### config.mk
export PLATFORM = sky130hd
export DESIGN_NAME = key_beep_ctrl
export DESIGN_NICKNAME = d
export VERILOG_FILES = /design/src/rtl/key_beep_pkg.sv /design/src/rtl/tone_gen.sv /design/src/rtl/key_beep_ctrl.sv
export SDC_FILE = /design/constraint.sdc
export NUM_CORES = 1
export LEC_CHECK = 0
export CAP_MARGIN = 10
export CORE_MARGIN = 1.5
export CORE_UTILIZATION = 50
export DETAILED_ROUTE_END_ITERATION = 16
export PLACE_DENSITY_LB_ADDON = 0.2
export RECOVER_POWER = 100
export SYNTH_ARGS = -nofsm -noshare
export SYNTH_HDL_FRONTEND = slang
export SYNTH_HIERARCHICAL = 1
export SYNTH_SLANG_ARGS = --single-unit
export TNS_END_PERCENT = 1
### constraint.sdc
create_clock -name sys_clk -period 3.8 [get_ports sys_clk]
set_input_delay 0.57 -clock sys_clk [delete_from_list [all_inputs] [get_ports sys_clk]]
set_output_delay 0.57 -clock sys_clk [all_outputs]
set_load 0.05 [all_outputs]
### src/rtl/key_beep_pkg.sv
// key_beep_pkg: shared definitions for the key-controlled buzzer.
//   state_t            - FSM state encoding (S_OFF, S_ON, S_CHIRP)
//   DEF_TONE_HALF0..3  - default tone half-periods in sys_clk cycles at 50 MHz
//   DEF_CHIRP_CYCLES   - default one-shot chirp length (100 ms at 50 MHz)
package key_beep_pkg;

  typedef enum logic [1:0] {
    S_OFF   = 2'd0,
    S_ON    = 2'd1,
    S_CHIRP = 2'd2
  } state_t;

  localparam int DEF_TONE_HALF0   = 95555;  // ~261.6 Hz
  localparam int DEF_TONE_HALF1   = 85131;  // ~293.7 Hz
  localparam int DEF_TONE_HALF2   = 75843;  // ~329.6 Hz
  localparam int DEF_TONE_HALF3   = 71586;  // ~349.2 Hz
  localparam int DEF_CHIRP_CYCLES = 5000000;

endpackage

### src/rtl/tone_gen.sv
// tone_gen: square-wave generator with a programmable half-period.
//   sys_clk  - clock, rising edge
//   sys_rst  - synchronous active-high reset
//   enable   - run the generator; low holds counter and output at 0
//   restart  - clear counter and output this cycle (new tone / new entry)
//   half     - half-period in clock cycles (counter runs 0..half-1)
//   sq       - registered square wave, starts low, period 2*half
module tone_gen (
  input  logic        sys_clk,
  input  logic        sys_rst,
  input  logic        enable,
  input  logic        restart,
  input  logic [16:0] half,
  output logic        sq
);

  logic [16:0] r_cnt;
  logic        r_sq;

  always_ff @(posedge sys_clk) begin
    if (sys_rst || !enable || restart) begin
      r_cnt <= '0;
      r_sq  <= 1'b0;
    end else if (r_cnt == half - 17'd1) begin
      r_cnt <= '0;
      r_sq  <= ~r_sq;
    end else begin
      r_cnt <= r_cnt + 17'd1;
    end
  end

  assign sq = r_sq;

endmodule

### src/rtl/key_beep_ctrl.sv
// key_beep_ctrl: two-key passive-buzzer controller.
//   sys_clk    - clock, rising edge
//   sys_rst    - synchronous active-high reset
//   key_filter - debounced keys, active-low; [0] on/off, [1] tone/chirp
//   beep       - square-wave buzzer drive, idle 0
//   beep_en    - high while sounding (S_ON or S_CHIRP)
//   tone_sel   - currently selected tone 0..3
//   key_press  - one-cycle registered press pulses
// Key0 toggles continuous tone on/off; key1 cycles the tone while on, or
// fires a fixed-pitch chirp while off.
module key_beep_ctrl
  import key_beep_pkg::*;
#(
  parameter int TONE_HALF0   = DEF_TONE_HALF0,
  parameter int TONE_HALF1   = DEF_TONE_HALF1,
  parameter int TONE_HALF2   = DEF_TONE_HALF2,
  parameter int TONE_HALF3   = DEF_TONE_HALF3,
  parameter int CHIRP_CYCLES = DEF_CHIRP_CYCLES
) (
  input  logic       sys_clk,
  input  logic       sys_rst,
  input  logic [1:0] key_filter,
  output logic       beep,
  output logic       beep_en,
  output logic [1:0] tone_sel,
  output logic [1:0] key_press
);

  logic [1:0]  r_key_prev;
  logic        r_armed;
  logic [1:0]  r_key_press;
  state_t      r_state;
  state_t      w_state_nxt;
  logic [1:0]  r_tone_sel;
  logic [1:0]  w_sel_nxt;
  logic        r_beep_en;
  logic [22:0] r_chirp_cnt;
  logic [16:0] w_half;
  logic        w_tone_en;
  logic        w_tone_restart;

  // r_armed masks the first cycle after reset: key_prev comes out of reset
  // as 11, so a key held through reset would otherwise look like a press.
  always_ff @(posedge sys_clk) begin
    if (sys_rst) begin
      r_key_prev  <= 2'b11;
      r_armed     <= 1'b0;
      r_key_press <= 2'b00;
      r_state     <= S_OFF;
      r_tone_sel  <= 2'd0;
      r_beep_en   <= 1'b0;
      r_chirp_cnt <= '0;
    end else begin
      r_key_prev  <= key_filter;
      r_armed     <= 1'b1;
      r_key_press <= r_armed ? (r_key_prev & ~key_filter) : 2'b00;
      r_state     <= w_state_nxt;
      r_tone_sel  <= w_sel_nxt;
      r_beep_en   <= (w_state_nxt != S_OFF);
      if (w_state_nxt == S_CHIRP && r_state == S_CHIRP)
        r_chirp_cnt <= r_chirp_cnt + 23'd1;
      else
        r_chirp_cnt <= '0;
    end
  end

  // Key0 always wins over a simultaneous key1 event.
  always_comb begin
    w_state_nxt = r_state;
    w_sel_nxt   = r_tone_sel;
    case (r_state)
      S_OFF: begin
        if (r_key_press[0])      w_state_nxt = S_ON;
        else if (r_key_press[1]) w_state_nxt = S_CHIRP;
      end
      S_ON: begin
        if (r_key_press[0])      w_state_nxt = S_OFF;
        else if (r_key_press[1]) w_sel_nxt   = r_tone_sel + 2'd1;
      end
      S_CHIRP: begin
        if (r_key_press[0])                             w_state_nxt = S_ON;
        else if (r_chirp_cnt == 23'(CHIRP_CYCLES - 1)) w_state_nxt = S_OFF;
      end
      default: w_state_nxt = S_OFF;
    endcase
  end

  always_comb begin
    w_half = 17'(TONE_HALF3);
    if (r_state != S_CHIRP) begin
      case (r_tone_sel)
        2'd0:    w_half = 17'(TONE_HALF0);
        2'd1:    w_half = 17'(TONE_HALF1);
        2'd2:    w_half = 17'(TONE_HALF2);
        default: w_half = 17'(TONE_HALF3);
      endcase
    end
  end

  // Driven from next-state so the generator is cleared on the same edge the
  // state or tone changes; the new half-period takes over from that edge on.
  assign w_tone_en      = (w_state_nxt != S_OFF);
  assign w_tone_restart = (w_state_nxt != r_state) || (w_sel_nxt != r_tone_sel);

  tone_gen u_tone_gen (
    .sys_clk (sys_clk),
    .sys_rst (sys_rst),
    .enable  (w_tone_en),
    .restart (w_tone_restart),
    .half    (w_half),
    .sq      (beep)
  );

  assign beep_en   = r_beep_en;
  assign tone_sel  = r_tone_sel;
  assign key_press = r_key_press;

endmodule

==> out/metrics.csv, run 1 <==
metric;value;unit
yosysMostFrequentCell;nor2_1;
avgSynthCellArea;8.30;um2
first_pass_iters;4;
yosysTopAreaCell;dfxtp_1;
initial_core_util;52.0;%
drt_iter0_drc;115;
syn_area;0.00288;mm2
grt_max_degree;18;
ys_types;55;
path_clk_slew;0.10;ns
synth.area.top_cells;dfxtp_1 35%, xnor2_1 10%, nor2_1 6.9%, xor2_1 5.8%, ha_1 3.0%;
drv_slew;0;
setup_viol;0;
seq_area_frac_synth;35.5;%
cts_buffer_depth;2;
grt_pass1_vias;2181;
pre_cts_ws;0.599;ns
syn_inst;347;
synthTopCellsByCount;53 x nor2_1, 51 x dfxtp_1, 33 x xnor2_1, 19 x nand2_1, 19 x xor2_1;
ios;10;
hold_end;key_press[0]$_SDFF_PP0_;
grt_use_total;19.2;%
cts_inserted_buffers;5;
synth_compound_area_share;8.52;%
synth_top_family_by_area;simple AND/OR/NAND/NOR gates;
vdd_drop_max;183;uV
fmax;0.309;GHz
finalHoldViolCount;0;
cp.arrival;3.42;ns
holdBufCountCts;0;
relSlewSlack;13.4;%
die-width;78.9;um
synth_seq_cells;51;
io_buffers;9;
insertion_delay;0.30;ns
synth_mux_area_share;1.48;%
dieArea;0.00622;mm2
maxCapViolCount;0;
cp-start-kind;flip-flop;
worstReg2RegEnd;r_chirp_cnt[14]$_SDFF_PP0_;
p_leak;1.10;nW
post_cts_buffers;0;
async_flop_share;0;%
worst_slew_pin_slew;1.29;ns
num_vias;2312;
htree_num_levels;2;
gp_congestion;0.860;
fp.coreArea;0.00554;mm2
cts_root_buf;clkbuf_8;
yosysTopAreaCellShare;35.5;%
dp_hpwl;4170;um
num_antenna_cells;0;
grt_pass1_wl;9700;um
synth_fa_ha_area_share;3.04;%
viasPerCell;5.18;
cts_num_sinks;51;
final_nets;384;
r2r-start;r_chirp_cnt[0]$_SDFF_PP0_;
layout-drive-gt1-share;6.15;%
fp-row-count;27;
ant_nets;0;
min_path_type;reg2reg;
fillers;528;
criticalPathCategory;reg2reg;
grt_overflow;0;
synthSimpleGateAreaFrac;31.9;%
wl_per_cell;12.2;um
drt-total-wl;5460;um
rsz0062_at_grt;no;
yosys_warnings;6;
outcome;complete, no violations;
area_delta_synth_final;11.0;%
cts_tree;done;
period_share;85.2;%
drc_errors;0;
crit_path_max_fanout;12;
min_path_cells;2;
synth_xor_xnor_area_share;15.8;%
setup_ws;0.561;ns
tns;0;ns
r2r_setup_slack;0.56;ns
hp-start;r_key_prev[0]$_SDFF_PP1_;
reg2reg_depth;6;
synth_edf_count;0;
post-route-min-period;3.24;ns
antenna_found_initial;0;
required;3.98;ns
finClkSkew;0.00898;ns
ys.flop_type;dfxtp_1;
cts_resized;0;
power_density;315;mW/mm2
die_y;78.9;um
end_kind;flip-flop;
==> power by group <==
part | switching (W) | internal (W) | leakage, nW
Clock | 0.000183 | 0.000217 | 0.0618
Combinational | 0.0000383 | 0.0000236 | 0.622
Sequential | 0.00000457 | 0.000540 | 0.412
==> metrics by stage <==
step	utilization [%]	hold slack, ns	total power (W)	cells	cell area, um2
finish	57.7	0.418	0.00101	446	3190
global placement	55.8	0.403	0.000618	438	3090
global route	57.7	0.460	0.00104	446	3190
detailed placement	55.8	0.406	0.000619	438	3090
CTS	57.9	0.422	0.00102	446	3210
floorplan	-	0.395	0.000605	366	2950
==> layout make-up <==
type | instances | area [um2] | area share, %
multi-input cells | 291 | 1820 | 56.8
flip-flops and latches | 51 | 1020 | 32.0
repair buffers | 10 | 93.8 | 2.94
well taps | 72 | 90.1 | 2.82
clock buffers | 6 | 82.6 | 2.59
inverters | 14 | 52.6 | 1.65
clock inverters | 2 | 38.8 | 1.21
==> cells by family after synthesis <==
family                   after synthesis
adder cells (fa/ha/maj)                7
other                                  2
XOR/XNOR                              52
AO/OA/AOI/OAI                         38
AND/OR/NAND/NOR                      169
buffers and inverters                 24
multiplexers                           4
flip-flops                            51
==> cells in the final DEF, fill, tap and decap left out, drive strengths merged, types with 7 or more instances in the layout <==
cell type and n:
o21ai 12, inv 15, nor3 13, xnor2 33, or3 11, clkbuf 7
or4 10, nand3 18, xor2 19, a21oi 11, conb 21, ha 7
nand2 19, dfxtp 51, dlygate4sd3 7, nor2 53, nand4 8, nor4 7
==> registers in the layout, summed over array words and instances (netlist names) <==
signal            cells
r_chirp_cnt          23
r_state               2
beep_en               1
r_armed               1
u_tone_gen/r_cnt     17
tone_sel              2
r_key_prev            2
u_tone_gen/sq         1
key_press             2
==> worst max path at each step <==
stage,end,from,cells past startpoint,slack (ns)
after global routing,r_chirp_cnt[14]$_SDFF_PP0_,r_chirp_cnt[0]$_SDFF_PP0_,6,0.21
final,r_chirp_cnt[14]$_SDFF_PP0_,r_chirp_cnt[0]$_SDFF_PP0_,6,0.56
after detailed placement,u_tone_gen/r_cnt[10]$_SDFF_PP0_,tone_sel[0]$_SDFF_PP0_,10,0.60
after floorplan,u_tone_gen/r_cnt[5]$_SDFF_PP0_,tone_sel[0]$_SDFF_PP0_,10,0.83
after CTS,u_tone_gen/r_cnt[10]$_SDFF_PP0_,tone_sel[0]$_SDFF_PP0_,10,0.57
after global placement,u_tone_gen/r_cnt[8]$_SDFF_PP0_,tone_sel[0]$_SDFF_PP0_,9,0.73
==> critical path: stages, from the launching register on <==
cell	delay (ns)
dfxtp_1	0.40
ha_1	0.21
nand3_1	0.26
or4_1	0.65
o21ai_0	1.03
clkbuf_1	0.47
nor2_1	0.10
==> routing by layer <==
layer / GRT usage (%) / vias up / wire [um]
li1: - / 1236 / -
met1: 26.8 / 1043 / 2900
met2: 30.9 / 31 / 2380
met3: 3.45 / 2 / 157
met4: 4.74 / 0 / 27
met5: 0 / - / 0
No activity file was read; power rests on OpenSTA's default activity.
==> run 2: changes to the inputs <==
Settings changed: CAP_MARGIN 10 to 20.
==> results of run 2 <==
No change in the layout: final DEF, timing and power equal those of run 1.
